$ cat src/rtl/uart_tx_seq_pkg.sv
// Shared types for the UART TX message sequencer.
package uart_tx_seq_pkg;

  typedef enum logic [2:0] {
    IDLE,
    SEND,
    WAIT_START,
    WAIT_DONE,
    CHK,
    FINISH
  } state_t;

  typedef logic [7:0] byte_t;

endpackage

$ cat src/rtl/uart_tx_sequencer.sv
// Splits one message of up to MAX_BYTES bytes into UART_TX byte handshakes, LSB byte first.
// Optional trailing XOR checksum byte when UART_TX_SEQ_CHKSUM_EN is defined.
module uart_tx_sequencer
  import uart_tx_seq_pkg::*;
#(
  parameter int MAX_BYTES = 2,
  parameter int LEN_W     = $clog2(MAX_BYTES) + 1
) (
  input  logic                   CLK,
  input  logic                   RST,
  input  logic [MAX_BYTES*8-1:0] MSG_DATA,
  input  logic [LEN_W-1:0]       MSG_LEN,
  input  logic                   MSG_VALID,
  output logic                   MSG_READY,
  output logic                   MSG_DONE,
  output logic [7:0]             TX_P_DATA,
  output logic                   TX_D_VLD,
  input  logic                   TX_BUSY
);

  state_t                 state_reg;
  state_t                 state_next;
  logic [MAX_BYTES*8-1:0] msg_reg;
  logic [LEN_W-1:0]       len_reg;
  logic [LEN_W-1:0]       len_clamped;
  logic [LEN_W-1:0]       idx_reg;
  logic [LEN_W-1:0]       idx_next;
  byte_t                  hold_reg;
  byte_t                  cur_byte;
  byte_t                  tx_byte;
  byte_t                  msg_bytes [MAX_BYTES];
  logic                   accept;
  logic                   strobe;
  logic                   last_byte;

  genvar gi;
  generate
    for (gi = 0; gi < MAX_BYTES; gi++) begin : g_bytes
      assign msg_bytes[gi] = msg_reg[8*gi +: 8];
    end
  endgenerate

  always_comb begin
    cur_byte = '0;
    for (int i = 0; i < MAX_BYTES; i++) begin
      if (idx_reg == LEN_W'(i)) cur_byte = msg_bytes[i];
    end
  end

  assign len_clamped = (MSG_LEN > LEN_W'(MAX_BYTES)) ? LEN_W'(MAX_BYTES) : MSG_LEN;
  assign accept      = MSG_VALID && (state_reg == IDLE);
  assign last_byte   = (idx_reg == len_reg - LEN_W'(1));

`ifdef UART_TX_SEQ_CHKSUM_EN
  byte_t chk_reg;
  logic  chk_phase_reg;

  assign tx_byte = (state_reg == CHK) ? chk_reg : cur_byte;

  // chk_phase_reg marks that the frame in flight is the checksum, so WAIT_DONE ends the message.
  always_ff @(posedge CLK or negedge RST) begin
    if (!RST) begin
      chk_reg       <= '0;
      chk_phase_reg <= 1'b0;
    end else if (accept) begin
      chk_reg       <= '0;
      chk_phase_reg <= 1'b0;
    end else if (strobe) begin
      if (state_reg == CHK) chk_phase_reg <= 1'b1;
      else                  chk_reg       <= chk_reg ^ cur_byte;
    end
  end
`else
  assign tx_byte = cur_byte;
`endif

  always_comb begin
    state_next = state_reg;
    idx_next   = idx_reg;
    strobe     = 1'b0;
    case (state_reg)
      IDLE: begin
        idx_next = '0;
        // Zero-length requests also pass through SEND, which skips straight to FINISH.
        if (MSG_VALID) state_next = SEND;
      end
      SEND: begin
        if (len_reg == '0) begin
          state_next = FINISH;
        end else if (!TX_BUSY) begin
          strobe     = 1'b1;
          state_next = WAIT_START;
        end
      end
      WAIT_START: begin
        if (TX_BUSY) state_next = WAIT_DONE;
      end
      WAIT_DONE: begin
        if (!TX_BUSY) begin
`ifdef UART_TX_SEQ_CHKSUM_EN
          if (chk_phase_reg) begin
            state_next = FINISH;
          end else if (last_byte) begin
            state_next = CHK;
          end else begin
`else
          if (last_byte) begin
            state_next = FINISH;
          end else begin
`endif
            idx_next   = idx_reg + LEN_W'(1);
            state_next = SEND;
          end
        end
      end
      CHK: begin
`ifdef UART_TX_SEQ_CHKSUM_EN
        if (!TX_BUSY) begin
          strobe     = 1'b1;
          state_next = WAIT_START;
        end
`else
        state_next = IDLE;
`endif
      end
      FINISH: begin
        state_next = IDLE;
      end
      default: begin
        state_next = IDLE;
      end
    endcase
  end

  always_ff @(posedge CLK or negedge RST) begin
    if (!RST) begin
      state_reg <= IDLE;
      msg_reg   <= '0;
      len_reg   <= '0;
      idx_reg   <= '0;
      hold_reg  <= '0;
    end else begin
      state_reg <= state_next;
      idx_reg   <= idx_next;
      if (accept) begin
        msg_reg <= MSG_DATA;
        len_reg <= len_clamped;
      end
      if (strobe) hold_reg <= tx_byte;
    end
  end

  // The strobed byte is shown combinationally and then held until the next strobe.
  assign TX_P_DATA = strobe ? tx_byte : hold_reg;
  assign TX_D_VLD  = strobe;
  assign MSG_READY = (state_reg == IDLE);
  assign MSG_DONE  = (state_reg == FINISH);

endmodule

$ cat config.mk
export PLATFORM = sky130hd
export DESIGN_NAME = uart_tx_sequencer
export DESIGN_NICKNAME = d
export VERILOG_FILES = /design/src/rtl/uart_tx_seq_pkg.sv /design/src/rtl/uart_tx_sequencer.sv
export SDC_FILE = /design/constraint.sdc
export NUM_CORES = 1
export LEC_CHECK = 0
export ABC_AREA = 1
export CORE_MARGIN = 3
export CORE_UTILIZATION = 50
export CTS_BUF_LIST = sky130_fd_sc_hd__clkbuf_4 sky130_fd_sc_hd__clkbuf_8 sky130_fd_sc_hd__clkbuf_16
export DETAILED_ROUTE_END_ITERATION = 12
export GPL_TIMING_DRIVEN = 0
export PLACE_DENSITY = 0.88
export SETUP_SLACK_MARGIN = 0.5
export SLEW_MARGIN = 25
export SYNTH_ARGS = -nofsm -noshare
export SYNTH_HDL_FRONTEND = slang
export SYNTH_SLANG_ARGS = --single-unit
$ cat constraint.sdc
create_clock -name CLK -period 2.17 [get_ports CLK]
set_input_delay 0.651 -clock CLK [delete_from_list [all_inputs] [get_ports CLK]]
set_output_delay 0.651 -clock CLK [all_outputs]
set_load 0.005 [all_outputs]
Word-level counts from Yosys, hierarchy flattened
Cells that the tools add are included.
{"block": "word_totals", "memories": 0, "latchBits": 0, "in_bits": 22, "romBits": 0, "reg_bits": 31, "elab_cells": 43, "out_inout_bits": 11, "ram_bits": 0}
{"block": "classes", "n_addsub": 2, "bitwise_logic": 0, "div_mod_pow": 0, "shifts": 0, "multipliers": 0, "magnitude_cmp": 1, "n_reduce_logical": 7, "mux": 17, "eq_ne": 11}
{"cell": "$mux 8", "count": 3}
{"cell": "$mux 3", "count": 6}
{"cell": "$pmux 3 s4", "count": 1}
{"cell": "$ne 2x2->1 const B", "count": 4}
{"cell": "$eq 3x2->1 const B", "count": 2}
{"cell": "$mux 2", "count": 3}
{"cell": "$logic_not 2->1", "count": 2}
{"cell": "$pmux 2 s2", "count": 1}
{"cell": "$reduce_and 4->1", "count": 1}
{"cell": "$eq 3x1->1 const B", "count": 1}
{"cell": "$eq 3x3->1 const B", "count": 1}
{"cell": "$logic_not 3->1", "count": 1}
{"cell": "$mux 1", "count": 3}
{"cell": "$ne 3x3->1 const B", "count": 1}
{"cell": "$reduce_and 3->1", "count": 1}
{"cell": "$add 2x1->2 const B", "count": 1}
{"cell": "$eq 2x1->1 const B", "count": 1}
{"cell": "$eq 2x2->1", "count": 1}
{"cell": "$gt 2x2->1 const B", "count": 1}
{"cell": "$reduce_bool 2->1", "count": 1}
{"cell": "$sub 2x1->2 const B", "count": 1}
{"cell": "$logic_and 1x1->1", "count": 1}

Logic depth before layout (Yosys ltp)
Gate-level depths: netlist of the first run.
{"block": "logic_depth", "ltp_word": 5, "ltp_mapped": 9, "depth_no_buf": 9}

Worst setup path before layout of the first run
OpenSTA, ideal clock, no wires.
{"block": "synth_path", "path_type": "register -> output", "from": "reg idx_reg[0]", "to": "out TX_P_DATA[1]", "required_ns": 1.519, "n_path_buf": 1, "setup_slack_ns": 0.381, "stages_incl_launch_ff": 8, "t_arrival_ns": 1.138, "cell_sequence": "dfrtp_1 > ha_1 > buf_2 > inv_1 > nand3_1 > nand2_1 > nand2_1 > nand2_1"}
{"block": "synth_between", "elab_chain_cells": 4, "elab_cells_between_ends": 5, "cone_classes": "eq/ne (1); mux (3); reduce/logical (1)"}
{"element": "start: declaration", "line": "uart_tx_sequencer.sv:26", "source": "logic [LEN_W-1:0] idx_reg;"}
{"element": "start signal: assignment", "line": "uart_tx_sequencer.sv:144", "source": "idx_reg <= idx_next;"}
{"element": "$logic_not 2->1", "line": "uart_tx_sequencer.sv:46", "source": "if (idx_reg == LEN_W'(i)) cur_byte = msg_bytes[i];"}
{"element": "$mux 8", "line": "uart_tx_sequencer.sv:46"}
{"element": "$mux 8 (*)", "line": "uart_tx_sequencer.sv:46"}
{"element": "$mux 8 (*)"}
{"element": "end: declaration", "line": "uart_tx_sequencer.sv:16", "source": "output logic [7:0] TX_P_DATA,"}
Every way passes the cells marked *; elsewhere a longest branch is shown, timed or not.

Final worst setup path of the first run
{"block": "layout_path", "from": "reg state_reg[1]", "to": "out TX_P_DATA[2]"}
{"block": "layout_between", "elab_chain_cells": 3}
{"element": "start: declaration", "line": "uart_tx_sequencer.sv:21", "source": "state_t state_reg;"}
{"element": "start signal: assignment", "line": "uart_tx_sequencer.sv:143", "source": "state_reg <= state_next;"}
{"element": "$eq 3x1->1", "line": "uart_tx_sequencer.sv:81", "source": "case (state_reg)"}
{"element": "$mux 1", "line": "uart_tx_sequencer.sv:81"}
{"element": "$mux 8"}
No other way between the ends.

==> results of run 1 <==
[metrics by stage]
stage	TNS [ns]	hold WS, ns	util [%]	total power [uW]	worst slack (ns)
2_1_floorplan	0	0.355	-	1830	0.424
3_5_place_dp	-5.00	0.459	67.9	2300	-0.579
3_3_place_gp	-6.63	0.456	68.1	2230	-0.580
4_1_cts	-0.265	0.357	84.0	3400	-0.0417
6_report	-1.25	0.317	89.0	3970	-0.194
5_1_grt	-1.93	0.370	89.0	4180	-0.280
[synthesized netlist by cell type, drive strengths merged]
master / number / share of area (%)
o211ai: 1 / 0.47
nand2: 105 / 26
buf: 5 / 2.5
inv: 16 / 3.9
nor2: 10 / 5.5
nand3: 14 / 4.4
dfrtp: 31 / 49
ha: 3 / 2.4
nand3b: 1 / 0.47
o21ai: 11 / 3.5
clkbuf: 1 / 0.24
nand4: 4 / 1.6
[routing by layer]
metal  vias up  GRT usage, %  share of wire, %  routed length (um)
li1        793             -                 -                   -
met1       818          29.3                35                2120
met2       153          48.5                49                2930
met3        58          6.13               8.2                 491
met4         0          13.5               7.8                 472
met5         -             0                 0                   0
[timing repair]
| action | 4_1_cts | 5_1_grt |
|---|---|---|
| resized for setup | 100 | 29 |
| endpoints found under the setup margin | 11 | 13 |
| setup buffers | 34 | 4 |
| gates cloned | 4 | 0 |
| pin swaps | 26 | 9 |
[path summary, 6_finish.rpt]
path                       depth (start not counted)                     start                  endpoint  slack, ns
min                                                1                       RST     hold_reg[1]$_DFF_PN0_       0.32
max in group asynchronous                          1                       RST  state_reg[2]$_DFFE_PN0P_       1.35
min reg2reg                                        2   msg_reg[11]$_DFFE_PN0P_   msg_reg[11]$_DFFE_PN0P_       0.48
max                                                8  state_reg[1]$_DFFE_PN0P_              TX_P_DATA[2]      -0.19
min in group CLK                                   2   msg_reg[11]$_DFFE_PN0P_   msg_reg[11]$_DFFE_PN0P_       0.48
max reg2reg                                       16  state_reg[1]$_DFFE_PN0P_     hold_reg[1]$_DFF_PN0_      -0.10
[power groups by stage]
stage / Combinational (uW) / Sequential [uW] / Clock, uW
2_1_floorplan: 878 / 950 / 0
3_3_place_gp: 1250 / 988 / 0
3_5_place_dp: 1300 / 995 / 0
4_1_cts: 2020 / 982 / 393
5_1_grt: 2710 / 1030 / 432
6_report: 2550 / 1010 / 408
[cell type report]
cell class                 count  area (um^2)  area share, %
buffer                         6         66.3           2.59
clock buffer                   7         65.1           2.54
clock inverter                 1         7.51          0.293
inverter                      16         72.6           2.83
multi-input combinational    151          840           32.8
sequential                    31          781           30.5
tap                           42         52.6           2.05
timing repair buffer          72          677           26.4
[kinds of logic (layout without fill, tap and decap cells)]
logic type               count (synthesis)  in the layout  share of synthesized area, %
AND/OR/NAND/NOR                        134            136                          38.0
flip-flops                              31             31                          49.0
buffers and inverters                   22            102                          6.71
AO/OA/AOI/OAI                           12             12                          3.95
adder cells (fa/ha/maj)                  3              3                          2.37
[critical path, delay by kind of cell, from the launching register on]
| kind | cells | cell delay [ns] |
|---|---|---|
| buf+inv | 2 | 0.21 |
| flops | 1 | 0.45 |
| simple gates | 6 | 0.71 |
==> metrics.csv, run 1 <==
stage,metric,value,unit
grt,grt_start_max_net_pins,32,
routing,avgRoutedWirePerCell,18.5,um
sta,fin_crit_sh,109,%
setup_path,cp_data_arrival_time,1.71,ns
clocking,clkTransAtPathRegs,0.12,ns
floorplan,die_y,62.3,um
sta,setup_viol,10,
setup_path,start_kind,flip-flop,
cells_and_area,antenna_cells,0,
cells_and_area,final_common_cell,nand2_1,
synthesis,ys_ff_latch,31,
grt,track_usage,26.8,%
pwr,internal_power,2250,uW
synthesis,yosysWarningCount,0,
sta,period_needed,2.36,ns
cells_and_area,syn2layout_area_growth,61.7,%
sta,tightest_slew,0.680,ns
sta,slew_violations,0,
cells_and_area,fin_area,2560,um^2
pwr,p_sw_share,43.3,%
grt,grt_antenna_before_repair,0,
outcome,violations,setup timing,
setup_path,crit_chain,inv_4 -> nand2_4 -> nor2_4 -> nand2_4 -> nor2_8 -> nand2_1 -> nand2_1 -> buf_2,
sta,relSlewSlack,54.7,%
clocking,root_buffer,clkbuf_4,
routing,drt_wl_total,6020,um
clocking,cts_num_sinks,31,
sta,clock_skew,0.0246,ns
pwr,p_sw,1720,uW
setup_path,worstSetupPathType,reg2out,
synthesis,synthesis.area,1580,um^2
grt,grt_pass1_vias,1729,
setup_path,crit_path_end_kind,output pin,
sta,setup_ws,-0.194,ns
clocking,cts_buffer_depth,2,
outcome,status,finished with violations,
floorplan,start_util,55.1,%
placement,dp_hpwl,2500,um
synthesis,syn-instance-count,202,
setup_path,crit_path_top_delay_cell,dfrtp_2,
synthesis,syn_nets,227,
clocking,cts_buffers,5,
setup_path,cpPeakStageDelay,0.45,ns
floorplan,die-area,3880,um^2
grt,grt_overflow_total,0,
setup_path,crit_required,1.52,ns
pwr,cellLeakagePower,0.00136,uW
sta,fmax,423,MHz
pwr,peakVddDrop,0.000884,V
run,cap_violations,0,
pwr,clkPwrFrac,10.3,%
floorplan,row_count,19,
synthesis,seq_area_frac_synth,49.0,%
sta,rsz0062_at_grt,true,
synthesis,postSynthAreaPerCell,7.84,um^2
cells_and_area,final_layout_size_suffix_gt1_share,38.0,%
grt,grt_pass1_wl,8110,um
routing,ant_nets,0,
pwr,power_frac_seq,25.5,%
floorplan,placeableCoreArea,2880,um^2
floorplan,io_pins,33,
cells_and_area,fillers,119,
routing,drt_iter0_drc,190,
pwr,pwr_density_cell,1550,nW/um^2
clocking,cts_tree,built,
placement,portBuffers,32,
clocking,clk_latency,0.35,ns
sta,hold_viol_final,0,
placement,dp_cells,276,
routing,via_count,1822,
floorplan,die_w,62.3,um
cells_and_area,instances_no_fill,326,
placement,gp_congestion,0.965,
clocking,htreeDepth,2,
routing,drc,0,
synthesis,yosysUniqueCellTypes,21,
pwr,combPwrFrac,64.2,%
hold_path,hp-class,in2async,
setup_path,critPathMaxFanout,6,
routing,vias_per_cell,5.59,
routing,dr.pass1.iters,5,
placement,placed_cell_area,1950,um^2
cells_and_area,largest_register_ffs,16,
cells_and_area,final_nets,308,
cells_and_area,final_cell_mix,"nand2_1 (90), buf_6 (32), dfrtp_1 (27)",
clocking,cts_hold_buf,0,
No activity file was read; power rests on OpenSTA's default activity.
==> inputs of run 2 (changes only) <==
--- a/config.mk
+++ b/config.mk
@@ -6,11 +6,12 @@
 export NUM_CORES = 1
 export LEC_CHECK = 0
 export ABC_AREA = 1
+export CORE_ASPECT_RATIO = 0.5
 export CORE_MARGIN = 3
 export CORE_UTILIZATION = 50
 export CTS_BUF_LIST = sky130_fd_sc_hd__clkbuf_4 sky130_fd_sc_hd__clkbuf_8 sky130_fd_sc_hd__clkbuf_16
 export DETAILED_ROUTE_END_ITERATION = 12
-export GPL_TIMING_DRIVEN = 0
+export GPL_TIMING_DRIVEN = 1
 export PLACE_DENSITY = 0.88
 export SETUP_SLACK_MARGIN = 0.5
 export SLEW_MARGIN = 25
==> metrics.csv, run 2 (synthesis gave the netlist of run 1 again) <==
stage,metric,value,unit
pwr,finalPower,4140,uW
placement,portBuffers,32,
clocking,cts_num_sinks,31,
clocking,cts_buffers,5,
routing,routed-wl-met3,1110,um
clocking,htreeDepth,2,
floorplan,row_count,13,
routing,drt_iter0_drc,307,
setup_path,setup.worst_path.start,state_reg[1]$_DFFE_PN0P_,
cells_and_area,largest_register_ffs,16,
placement,dp_hpwl,2610,um
cells_and_area,instances_no_fill,327,
setup_path,timing.rr.end,hold_reg[5]$_DFF_PN0_,
grt,grt_pass1_wl,8970,um
sta,period_needed,2.39,ns
cells_and_area,regArea,776,um^2
grt,grt_overflow_total,0,
hold_path,hold_end,msg_reg[9]$_DFFE_PN0P_,
sta,hold_viol_final,0,
clocking,cts_tree,built,
routing,via_count,2060,
cells_and_area,antenna_cells,0,
grt,track_usage,31.8,%
routing,avgRoutedWirePerCell,22.8,um
setup_path,regToRegSetupSlack,-0.12,ns
run,cap_violations,0,
hold_path,hold-path-cell-count,2,
cells_and_area,fillers,86,
cells_and_area,final_nets,314,
floorplan,die-area,3920,um^2
sta,setup_viol,10,
floorplan,die_w,85.6,um
cells_and_area,final_layout_size_suffix_gt1_share,40.7,%
placement,gp_congestion,0.862,
sta,fmax,419,MHz
grt,grt_antenna_before_repair,0,
floorplan,io_pins,33,
setup_path,cp_data_arrival_time,1.73,ns
routing,top_layer_used,met4,
cells_and_area,multi_input_area,868,um^2
routing,vias_per_cell,6.30,
cells_and_area,syn2layout_area_growth,64.5,%
routing,ant_nets,0,
cells_and_area,fin_util,93.2,%
clocking,cts_buffer_depth,2,
routing,drt_wl_total,7460,um
routing,drc,0,
pwr,pwr_density_cell,1590,nW/um^2
floorplan,placeableCoreArea,2800,um^2
floorplan,start_util,56.6,%
placement,dp_cells,282,
outcome,violations,setup timing,
clocking,clk_latency,0.30,ns
grt,grt_pass1_vias,1808,
floorplan,die_y,45.8,um
pwr,peakVddDrop,0.00120,V
pwr,cellLeakagePower,0.00138,uW
sta,slew_violations,0,
clocking,cts_hold_buf,0,
routing,wl_met2,3070,um
sta,tightest_slew,0.415,ns
setup_path,r2r_cells,16,
setup_path,reg2reg_from,state_reg[1]$_DFFE_PN0P_,
setup_path,crit_required,1.52,ns
sta,relSlewSlack,72.4,%
routing,drt-met1-wl,2600,um
sta,setup_ws,-0.215,ns
hold_path,hold_start,msg_reg[9]$_DFFE_PN0P_,
sta,fin_crit_sh,110,%
clocking,root_buffer,clkbuf_8,
grt,grt_start_max_net_pins,32,
setup_path,worstSetupPathType,reg2out,
sta,clock_skew,0.00596,ns
outcome,status,finished with violations,
cells_and_area,final_cell_mix,"nand2_1 (87), dfrtp_1 (31), buf_4 (30)",
cells_and_area,final_common_cell,nand2_1,
setup_path,start_kind,flip-flop,
routing,dr.pass1.iters,5,
sta,rsz0062_at_grt,true,
clocking,clkTransAtPathRegs,0.07,ns
setup_path,crit_path_end_kind,output pin,
setup_path,critPathMaxFanout,5,
hold_path,hp-class,reg2reg,
==> run 2: cell count changes in the layout (fill, tap and decap cells not counted), moves of 3 or more <==
cell	before	now
buf_6	32	18
buf_4	18	30
nand2_2	10	16
clkbuf_4	5	0
dfrtp_1	27	31
dfrtp_2	4	0
nand2_1	90	87
nand2_4	5	2
o21ai_2	2	5
==> run 2: per-stage QoR <==
stage / TNS, ns / instance area (um^2) / hold WS, ns / setup slack [ns]
final: -1.62 / 2610 / 0.505 / -0.215
after global routing: -1.87 / 2610 / 0.522 / -0.245
after CTS: -0.138 / 2360 / 0.478 / -0.0520
after detailed placement: -4.58 / 2030 / 0.463 / -0.534
after global placement: -4.35 / 2030 / 0.458 / -0.502
after floorplan: 0 / 1590 / 0.355 / 0.424
==> run 2: metal layers <==
metal  vias to the layer above  global-route usage (%)
li1                        807                       -
met1                       910                    36.8
met2                       245                    51.2
met3                        98                    10.8
met4                         0                    22.4
met5                         -                       0
==> run 2: worst max path at each step <==
stage | slack [ns] | end | depth (start not counted)
2_1_floorplan | 0.42 | TX_P_DATA[0] | 7
3_3_place_gp | -0.50 | TX_P_DATA[2] | 6
3_5_place_dp | -0.53 | TX_P_DATA[5] | 6
4_1_cts | -0.05 | TX_P_DATA[7] | 9
5_1_grt | -0.25 | TX_P_DATA[2] | 8
6_report | -0.22 | TX_P_DATA[2] | 8
==> run 2: critical path: stages (launching register included) <==
cell and delay (ns):
dfrtp_1 0.41, inv_2 0.08, nand2_2 0.07, nor2_4 0.21
nand2_8 0.12, buf_12 0.15, o21ai_4 0.15, nand2_2 0.09
buf_2 0.15
==> run 2: power breakdown <==
part | internal (uW) | switching (uW) | leakage (uW)
Clock | 223 | 246 | 0.0000402
Combinational | 1180 | 1470 | 0.000948
Sequential | 831 | 191 | 0.000392
==> run 2: area by class of cell <==
class	count	share of cell area [%]
Multi-Input combinational cell	152	33.3
Sequential cell	31	29.8
Timing Repair Buffer	82	28.5
Inverter	16	2.98
Clock buffer	5	2.64
Tap cell	37	1.78
Clock inverter	3	0.768
Timing Repair inverter	1	0.240
==> run 2: timing repair <==
item	CTS	global route
buffers inserted	19	14
cloned	2	2
resized for setup	87	35
setup endpoints to repair	13	29
pin swaps	16	13
==> inputs of run 3 (changes only) <==
==> constraint.sdc (replaced) <==
create_clock -name CLK -period 2.17 [get_ports CLK]
set_input_delay 0.651 -clock CLK [delete_from_list [all_inputs] [get_ports CLK]]
set_output_delay 0.651 -clock CLK [all_outputs]
set_load 0.02 [all_outputs]
==> metrics.csv, run 3 (synthesis gave the netlist of run 1 again) <==
stage,metric,value,unit
outcome,status,finished with violations,
outcome,violations,setup timing,
setup_path,crit_path_end_kind,output pin,
pwr,finalPower,3770,uW
pwr,peakVddDrop,0.000896,V
placement,pre_cts_slack,-0.632,ns
grt,grt_pass1_vias,1603,
cells_and_area,largest_register_ffs,16,
sta,tightest_slew,0.386,ns
sta,relSlewSlack,74.3,%
sta,hold_ws,0.485,ns
routing,via_count,1716,
floorplan,die_y,45.8,um
sta,fin_crit_sh,104,%
floorplan,die-area,3920,um^2
clocking,cts_hold_buf,0,
routing,routed-wl-met3,410,um
setup_path,critPathMaxFanout,6,
routing,wl_met2,2460,um
grt,grt_start_max_net_pins,32,
pwr,p_sw_share,43.3,%
clocking,cts_buffers,5,
floorplan,io_pins,33,
clocking,root_buffer,clkbuf_8,
sta,fin_setup_tns,-0.453,ns
sta,hold_viol_final,0,
hold_path,hp-class,reg2reg,
floorplan,die_w,85.6,um
grt,grt_overflow_total,0,
sta,fmax,443,MHz
pwr,clkPwrFrac,15.9,%
clocking,clkTransAtPathRegs,0.07,ns
sta,clock_skew,0.00435,ns
routing,vias_per_cell,5.64,
placement,dp_hpwl,2730,um
pwr,p_sw,1630,uW
cells_and_area,final_cell_mix,"nand2_1 (91), dfrtp_1 (30), buf_4 (25)",
sta,period_needed,2.25,ns
sta,setup_viol,8,
placement,gp_congestion,0.848,
routing,drt_wl_total,4960,um
clocking,cts_buffer_depth,2,
routing,ant_nets,0,
sta,rsz0062_at_grt,true,
setup_path,start_kind,flip-flop,
cells_and_area,instances_no_fill,304,
pwr,pwr_density_cell,1560,nW/um^2
clocking,htreeDepth,2,
placement,portBuffers,32,
pwr,internal_power,2140,uW
run,cap_violations,0,
clocking,clk_latency,0.29,ns
cells_and_area,final_nets,291,
floorplan,placeableCoreArea,2800,um^2
setup_path,cp_data_arrival_time,1.60,ns
pwr,combPwrFrac,57.6,%
placement,dp_cells,283,
cells_and_area,final_layout_size_suffix_gt1_share,34.1,%
routing,avgRoutedWirePerCell,16.3,um
grt,track_usage,26.1,%
clocking,cts_num_sinks,31,
routing,drt-met1-wl,1820,um
sta,setup_ws,-0.0850,ns
grt,grt_antenna_before_repair,0,
clocking,cts_tree,built,
sta,slew_violations,0,
floorplan,start_util,56.6,%
grt,grt_pass1_wl,7550,um
pwr,power_frac_seq,26.5,%
cells_and_area,antenna_cells,0,
cells_and_area,final_common_cell,nand2_1,
floorplan,row_count,13,
routing,top_layer_used,met4,
routing,drt_iter0_drc,165,
setup_path,worstSetupPathType,reg2out,
setup_path,crit_required,1.52,ns
routing,dr.pass1.iters,5,
cells_and_area,syn2layout_area_growth,52.7,%
pwr,cellLeakagePower,0.00127,uW
routing,drc,0,
run 3: final cells by class:
| cell class | instances | area (um^2) |
|---|---|---|
| multi-input combinational | 151 | 847 |
| timing repair buffer | 61 | 566 |
| sequential | 31 | 777 |
| inverter | 16 | 65.1 |
| clock inverter | 2 | 35.0 |
| clock buffer | 6 | 82.6 |
| fill | 148 | 379 |
| tap | 37 | 46.3 |
run 3: path summary, 6_finish.rpt:
kind / startpoint / end / slack (ns) / depth (start not counted)
max: state_reg[1]$_DFFE_PN0P_ / TX_P_DATA[7] / -0.08 / 8
min: msg_reg[8]$_DFFE_PN0P_ / msg_reg[8]$_DFFE_PN0P_ / 0.49 / 2
max reg2reg: state_reg[1]$_DFFE_PN0P_ / idx_reg[1]$_DFFE_PN0P_ / 0.58 / 9
min reg2reg: msg_reg[8]$_DFFE_PN0P_ / msg_reg[8]$_DFFE_PN0P_ / 0.49 / 2
max in group asynchronous: RST / idx_reg[0]$_DFFE_PN0P_ / 1.12 / 2
min in group asynchronous: RST / msg_reg[4]$_DFFE_PN0P_ / 0.75 / 2
run 3: per-layer routing:
metal | GRT usage [%] | up-vias
met5 | 0 | -
met4 | 14.2 | 0
met3 | 6.50 | 39
met2 | 46.9 | 112
met1 | 29.8 | 805
li1 | - | 760
run 3: what timing repair did:
action                                  CTS  global route
buffers inserted                          5             5
gates cloned                              3             0
gates resized for setup                  95            17
endpoints found under the setup margin   15            12
pin swaps                                 7             3
endpoints found under the hold margin     0             0
run 3: through the flow:
stage	utilization [%]	cell area [um^2]
after global placement	73.7	2060
after detailed placement	73.7	2060
after CTS	82.9	2320
final	86.4	2420
after floorplan	-	1600
after global routing	86.4	2420
run 3: critical path: stages, from the launching register on:
cell     delay, ns
dfrtp_1       0.41
inv_2         0.09
nand2_4       0.06
nor2_4        0.19
nand2_8       0.12
nor2_4        0.15
nand2_1       0.09
nand2_2       0.10
buf_6         0.12
run 3: power by group through the flow:
stage          sequential [uW]  clock [uW]  combinational, uW
2_1_floorplan              950           0               1010
3_3_place_gp               950           0               1550
3_5_place_dp               962           0               1620
4_1_cts                    973         599               1910
5_1_grt                   1020         627               2330
6_report                   998         601               2170
